[src/rtl/e203_subsys_irq_cond_if.sv]
// ICB slave port bundle for the interrupt conditioner configuration registers.
interface e203_subsys_irq_cond_if #(
    parameter int AW = 12
);
    logic          icb_cmd_valid;
    logic          icb_cmd_ready;
    logic [AW-1:0] icb_cmd_addr;
    logic          icb_cmd_read;
    logic [31:0]   icb_cmd_wdata;
    logic [3:0]    icb_cmd_wmask;
    logic          icb_rsp_valid;
    logic          icb_rsp_ready;
    logic          icb_rsp_err;
    logic [31:0]   icb_rsp_rdata;

    modport master (
        output icb_cmd_valid, icb_cmd_addr, icb_cmd_read, icb_cmd_wdata, icb_cmd_wmask, icb_rsp_ready,
        input  icb_cmd_ready, icb_rsp_valid, icb_rsp_err, icb_rsp_rdata
    );

    modport slave (
        input  icb_cmd_valid, icb_cmd_addr, icb_cmd_read, icb_cmd_wdata, icb_cmd_wmask, icb_rsp_ready,
        output icb_cmd_ready, icb_rsp_valid, icb_rsp_err, icb_rsp_rdata
    );
endinterface

[src/rtl/e203_subsys_irq_cond.sv]
// Interrupt conditioner: synchronizes raw peripheral IRQs, applies polarity,
// edge/level selection with W1C pending latches and a forward mask before the PLIC.
module e203_subsys_irq_cond #(
    parameter int NUM_IRQ = 16,
    parameter int SYNC_DP = 2,
    parameter int AW      = 12
) (
    input  logic                 clk,
    input  logic                 rst_n,
    e203_subsys_irq_cond_if.slave icb,
    input  logic [NUM_IRQ-1:0]   irq_in,
    output logic [NUM_IRQ-1:0]   irq_out
);

    logic [NUM_IRQ-1:0] sync_q [SYNC_DP];
    logic [NUM_IRQ-1:0] sync_d [SYNC_DP];
    logic [NUM_IRQ-1:0] prev_q, prev_d;
    logic [NUM_IRQ-1:0] mode_q, mode_d;
    logic [NUM_IRQ-1:0] pol_q, pol_d;
    logic [NUM_IRQ-1:0] pend_q, pend_d;
    logic [NUM_IRQ-1:0] mask_q, mask_d;
    logic [NUM_IRQ-1:0] irq_out_q, irq_out_d;
    logic               rsp_valid_q, rsp_valid_d;
    logic               rsp_err_q, rsp_err_d;
    logic [31:0]        rsp_rdata_q, rsp_rdata_d;

    logic [NUM_IRQ-1:0] raw, s, rise, wen, wbits, pend_clr;
    logic [AW-3:0]      word;
    logic               cmd_hs, wr_en;
    logic               sel_mode, sel_pol, sel_pend, sel_mask, sel_raw, hit;
    logic               unused_bits;

    // Per-bit byte enable: bit i is writable when its byte lane is enabled.
    genvar gi;
    generate
        for (gi = 0; gi < NUM_IRQ; gi++) begin : g_wen
            assign wen[gi] = icb.icb_cmd_wmask[gi/8];
        end
    endgenerate

    assign unused_bits = ^{icb.icb_cmd_addr[1:0], icb.icb_cmd_wdata, icb.icb_cmd_wmask};

    assign raw   = sync_q[SYNC_DP-1];
    assign s     = raw ^ pol_q;
    assign rise  = s & ~prev_q;
    assign wbits = icb.icb_cmd_wdata[NUM_IRQ-1:0];
    assign word  = icb.icb_cmd_addr[AW-1:2];

    assign sel_mode = (word == (AW-2)'(0));
    assign sel_pol  = (word == (AW-2)'(1));
    assign sel_pend = (word == (AW-2)'(2));
    assign sel_mask = (word == (AW-2)'(3));
    assign sel_raw  = (word == (AW-2)'(4));
    assign hit      = sel_mode | sel_pol | sel_pend | sel_mask | sel_raw;

    assign icb.icb_cmd_ready = ~rsp_valid_q | icb.icb_rsp_ready;
    assign cmd_hs            = icb.icb_cmd_valid & icb.icb_cmd_ready;
    assign wr_en             = cmd_hs & ~icb.icb_cmd_read;

    always_comb begin
        sync_d[0] = irq_in;
        for (int i = 1; i < SYNC_DP; i++) begin
            sync_d[i] = sync_q[i-1];
        end
        prev_d = s;
        mode_d = mode_q;
        pol_d  = pol_q;
        mask_d = mask_q;
        if (wr_en && sel_mode) mode_d = (mode_q & ~wen) | (wbits & wen);
        if (wr_en && sel_pol)  pol_d  = (pol_q  & ~wen) | (wbits & wen);
        if (wr_en && sel_mask) mask_d = (mask_q & ~wen) | (wbits & wen);
        pend_clr = (wr_en && sel_pend) ? (wbits & wen) : '0;
        // Set dominates clear; level-mode sources never hold a pending bit.
        pend_d    = mode_q & ((pend_q & ~pend_clr) | rise);
        irq_out_d = mask_q & ((mode_q & pend_q) | (~mode_q & s));

        rsp_valid_d = rsp_valid_q;
        rsp_err_d   = rsp_err_q;
        rsp_rdata_d = rsp_rdata_q;
        if (cmd_hs) begin
            rsp_valid_d = 1'b1;
            rsp_err_d   = ~hit | (~icb.icb_cmd_read & sel_raw);
            rsp_rdata_d = '0;
            if (icb.icb_cmd_read) begin
                unique case (1'b1)
                    sel_mode: rsp_rdata_d = 32'(mode_q);
                    sel_pol:  rsp_rdata_d = 32'(pol_q);
                    sel_pend: rsp_rdata_d = 32'(pend_q);
                    sel_mask: rsp_rdata_d = 32'(mask_q);
                    sel_raw:  rsp_rdata_d = 32'(raw);
                    default:  rsp_rdata_d = '0;
                endcase
            end
        end else if (icb.icb_rsp_ready) begin
            rsp_valid_d = 1'b0;
        end
    end

    always_ff @(posedge clk or negedge rst_n) begin
        if (!rst_n) begin
            for (int i = 0; i < SYNC_DP; i++) begin
                sync_q[i] <= '0;
            end
            prev_q      <= '0;
            mode_q      <= '0;
            pol_q       <= '0;
            pend_q      <= '0;
            mask_q      <= '1;
            irq_out_q   <= '0;
            rsp_valid_q <= 1'b0;
            rsp_err_q   <= 1'b0;
            rsp_rdata_q <= '0;
        end else begin
            for (int i = 0; i < SYNC_DP; i++) begin
                sync_q[i] <= sync_d[i];
            end
            prev_q      <= prev_d;
            mode_q      <= mode_d;
            pol_q       <= pol_d;
            pend_q      <= pend_d;
            mask_q      <= mask_d;
            irq_out_q   <= irq_out_d;
            rsp_valid_q <= rsp_valid_d;
            rsp_err_q   <= rsp_err_d;
            rsp_rdata_q <= rsp_rdata_d;
        end
    end

    assign irq_out           = irq_out_q;
    assign icb.icb_rsp_valid = rsp_valid_q;
    assign icb.icb_rsp_err   = rsp_err_q;
    assign icb.icb_rsp_rdata = rsp_rdata_q;

endmodule

[src/flat_wrapper.sv]
// flat-port wrapper written by rule: the top's interface ports become plain ports
module e203_subsys_irq_cond_flat 
#(
    parameter int NUM_IRQ = 16,
    parameter int SYNC_DP = 2,
    parameter int AW      = 12
)
  (clk, rst_n, irq_in, irq_out, icb_icb_cmd_valid, icb_icb_cmd_addr, icb_icb_cmd_read, icb_icb_cmd_wdata, icb_icb_cmd_wmask, icb_icb_rsp_ready, icb_icb_cmd_ready, icb_icb_rsp_valid, icb_icb_rsp_err, icb_icb_rsp_rdata);
  e203_subsys_irq_cond_if #(.AW(AW)) icb_i ();
  input  logic clk;
  input  logic rst_n;
  input  logic [NUM_IRQ-1:0] irq_in;
  output logic [NUM_IRQ-1:0] irq_out;
  input wire logic [$bits(icb_i.icb_cmd_valid)-1:0] icb_icb_cmd_valid;
  input wire logic [$bits(icb_i.icb_cmd_addr)-1:0] icb_icb_cmd_addr;
  input wire logic [$bits(icb_i.icb_cmd_read)-1:0] icb_icb_cmd_read;
  input wire logic [$bits(icb_i.icb_cmd_wdata)-1:0] icb_icb_cmd_wdata;
  input wire logic [$bits(icb_i.icb_cmd_wmask)-1:0] icb_icb_cmd_wmask;
  input wire logic [$bits(icb_i.icb_rsp_ready)-1:0] icb_icb_rsp_ready;
  output wire logic [$bits(icb_i.icb_cmd_ready)-1:0] icb_icb_cmd_ready;
  output wire logic [$bits(icb_i.icb_rsp_valid)-1:0] icb_icb_rsp_valid;
  output wire logic [$bits(icb_i.icb_rsp_err)-1:0] icb_icb_rsp_err;
  output wire logic [$bits(icb_i.icb_rsp_rdata)-1:0] icb_icb_rsp_rdata;
  assign icb_i.icb_cmd_valid = icb_icb_cmd_valid;
  assign icb_i.icb_cmd_addr = icb_icb_cmd_addr;
  assign icb_i.icb_cmd_read = icb_icb_cmd_read;
  assign icb_i.icb_cmd_wdata = icb_icb_cmd_wdata;
  assign icb_i.icb_cmd_wmask = icb_icb_cmd_wmask;
  assign icb_i.icb_rsp_ready = icb_icb_rsp_ready;
  assign icb_icb_cmd_ready = icb_i.icb_cmd_ready;
  assign icb_icb_rsp_valid = icb_i.icb_rsp_valid;
  assign icb_icb_rsp_err = icb_i.icb_rsp_err;
  assign icb_icb_rsp_rdata = icb_i.icb_rsp_rdata;
  e203_subsys_irq_cond #(.NUM_IRQ(NUM_IRQ), .SYNC_DP(SYNC_DP), .AW(AW)) u_core (.clk(clk), .rst_n(rst_n), .icb(icb_i), .irq_in(irq_in), .irq_out(irq_out));
endmodule
[config.mk]
export PLATFORM = sky130hd
export DESIGN_NAME = e203_subsys_irq_cond_flat
export DESIGN_NICKNAME = d
export VERILOG_FILES = /design/src/rtl/e203_subsys_irq_cond_if.sv /design/src/rtl/e203_subsys_irq_cond.sv /design/src/flat_wrapper.sv
export SDC_FILE = /design/constraint.sdc
export NUM_CORES = 1
export LEC_CHECK = 0
export BUFFER_PORTS_ARGS = -buffer_cell sky130_fd_sc_hd__buf_2
export CAP_MARGIN = 20
export CORE_AREA = 2 2 84 146
export CTS_CLUSTER_SIZE = 10
export DETAILED_ROUTE_END_ITERATION = 8
export DIE_AREA = 0 0 86 148
export GPL_ROUTABILITY_DRIVEN = 0
export GPL_TIMING_DRIVEN = 0
export PLACE_DENSITY = 0.86
export SYNTH_ARGS = -nofsm -noshare
export SYNTH_HDL_FRONTEND = slang
export SYNTH_SLANG_ARGS = --single-unit
[constraint.sdc]
create_clock -name clk -period 2.6 [get_ports clk]
set_clock_uncertainty 0.05 [all_clocks]
set_input_delay 0.39 -clock clk [delete_from_list [all_inputs] [get_ports clk]]
set_output_delay 0.39 -clock clk [all_outputs]
set_load 0.01 [all_outputs]
==> metrics.txt <==
power per cell area=717.0 nW/um2; port buffer count=82; LEAKAGE=3.610 nW; TritonCTS clock tree=built; setup TNS=0 ns; worst hold path startpoint=irq_in[8]; yosys warns=0; fmax=0.3923 GHz; worst reg2reg path depth=5; Power Total=5.405 mW; synthesized flop and latch total=146; Hold WS=0.02064 ns; M1 WL=5.270 mm; worst skew pair latency=0.42 ns; DR WL met3=951 um; top post-synthesis cells by area=dfrtp_1 (52%), mux2_2 (9.1%), dfstp_2 (6.8%), o21ai_0 (2.7%), mux2i_1 (2.4%); status=completed; root buffer cell=clkbuf_16; Crit path largest cell delay=0.91 ns; Yosys top cell area share=0.5237; Startpoint Class=flip-flop; Setup WS post-layout=0.05076 ns; cells after synthesis=513; Final Non-Filler Cells=778; post-route clock period utilization=0.9805; Num CTS Buffers=17; worst setup path class=reg2reg; Cells after DPL=746; Reg clk slew, reported paths=0.06 ns; Slew HR=0.2699; end of the critical path=u_core.pend_q[13]$_DFF_PN0_; Initial Utilization=0.5394; slew at the pin closest to its max-slew limit=1.086 ns; Post-Syn Area=6212 um2; buffer count from post-CTS setup fixing=0; Critical R2R Capture=u_core.pend_q[13]$_DFF_PN0_; number of global-route vias before repair=4,768; metal2 WL=8.141 mm; worst path bufs/invs=1; clock buffer depth=2; sequential share of the synthesized area=0.5913; critical path data arrival time=2.74 ns; Worst Setup End Kind=flip-flop; HPWL Detailed=10.22 mm; Syn Area/Cell=12.11 um2; Tmin final=2.549 ns; max cap viols=0; largest net degree at the start of global routing=76; DP Worst Slack=-0.2374 ns; IO Count=120; die area=12,730 um2; Hold Violations, Final=0; hold path depth=1; critical-path cell list=nand2b_1, nand2_1, buf_2, nor4_2, a21oi_1; Critical Path Start=u_core.icb.icb_rsp_valid$_DFFE_PN0P_; area grow syn2layout=21.35%; Final Cell Area=7538 um2; number of cell rows=52; layout cell share with drive strength beyond 1=0.3250; CORE AREA=11,520 um2; WL final=15.13 mm; Max H-tree Level=4; CTS sink cnt=146; Avg Vias per Cell=5.852; first-pass GRT wire length=23.92 mm; nets@finish=700; initial antenna violation count=0; RSZ-0062 raised after global routing=true; post-synth top area cell=dfrtp_1; GR Overflow Total=0; top cell family by delay on the critical path=simple AND/OR/NAND/NOR gates; Stages on worst setup path=5; 1st-iter DRT viols=382; Final setup viols=0; fin util=0.6546; antenna violation net count after detailed routing=0; via count=4,553; Cell variety after synth=37; DP Area=6882 um2; WP data required=2.79 ns; CP max FO=10; Hold Crit Class=in2reg; Die Wd=86 um; ANT cells=0; drt drc=0; Critical-path top delay cell=nor4_2; commonest cells after routing, fill and taps aside=dfrtp_1 (130), buf_2 (82), mux2_2 (50); drt wl/cell=19.45 um; setup slack, reg-to-reg=0.05 ns; top layer in use=met4; gr usage total=0.2497; max-slew violation count=0; commonest non-fill, non-tap cell in the layout=dfrtp_1; Max VDD drop=0.5305 mV; first drt pass iteration count=5; Die Y=148 um; r2r startpoint=u_core.icb.icb_rsp_valid$_DFFE_PN0P_
## final cells by class
| class | instances | area (um2) |
|---|---|---|
| flip-flops and latches | 146 | 3674 |
| inverters | 25 | 93.84 |
| clock buffers | 21 | 460.4 |
| multi-input cells | 323 | 2308 |
| repair buffers | 84 | 454.2 |
| well taps | 135 | 168.9 |
| clock inverters | 10 | 181.4 |
| fillers | 831 | 3978 |
| plain buffers | 34 | 197.7 |
## power by group
group          leakage, nW  internal (mW)  switching [mW]
registers             1.85           2.34          0.0378
logic                 1.45          0.139           0.246
clock network        0.313           1.74           0.898
## cells by family after synthesis
| group | after synthesis | synth area share |
|---|---|---|
| xor gates and xnor gates | 16 | 0.02256 |
| AOI/OAI and AO/OA | 96 | 0.09809 |
| and+or+nand+nor | 129 | 0.1241 |
| other | 1 | 0.0006037 |
| buffers and inverters | 59 | 0.04673 |
| DFF | 146 | 0.5913 |
| muxes | 66 | 0.1166 |
## cells in the mapped netlist (all sizes together)
master / n
nor4: 10
o32ai: 9
and3b: 1
o221ai: 2
nor2: 38
nor2b: 18
conb: 1
dfstp: 16
and2: 17
nand2b: 13
mux2: 51
buf: 23
nor3: 5
a21oi: 21
a311oi: 1
a31oi: 2
inv: 25
nand2: 21
dfrtp: 130
mux2i: 15
or4bb: 2
o21ai: 34
xnor2: 16
a211oi: 14
or4: 1
clkbuf: 11
o221a: 1
o22ai: 2
or2: 2
nor3b: 1
a221oi: 10
## per-layer routing
layer,up-vias,track usage
met5,-,0
met4,0,0.1627
met3,70,0.06588
met2,230,0.4182
met1,2255,0.2743
li1,1998,-
## worst min-delay path by stage
| stage | end |
|---|---|
| 5_1_grt | u_core.sync_d[5]$_DFF_PN0_ |
| 6_report | u_core.sync_d[8]$_DFF_PN0_ |
| 2_1_floorplan | asynchronous set/reset pin |
| 3_3_place_gp | u_core.raw[1]$_DFF_PN0_ |
| 4_1_cts | u_core.sync_d[8]$_DFF_PN0_ |
| 3_5_place_dp | u_core.raw[4]$_DFF_PN0_ |
## timing repair
action	in CTS	in global routing
gates resized for setup	1	2
gates cloned	0	0
hold buffers	1	0
endpoints found under the hold margin	62	0
setup endpoints to repair	10	6
(Power assumes the default switching activity.)
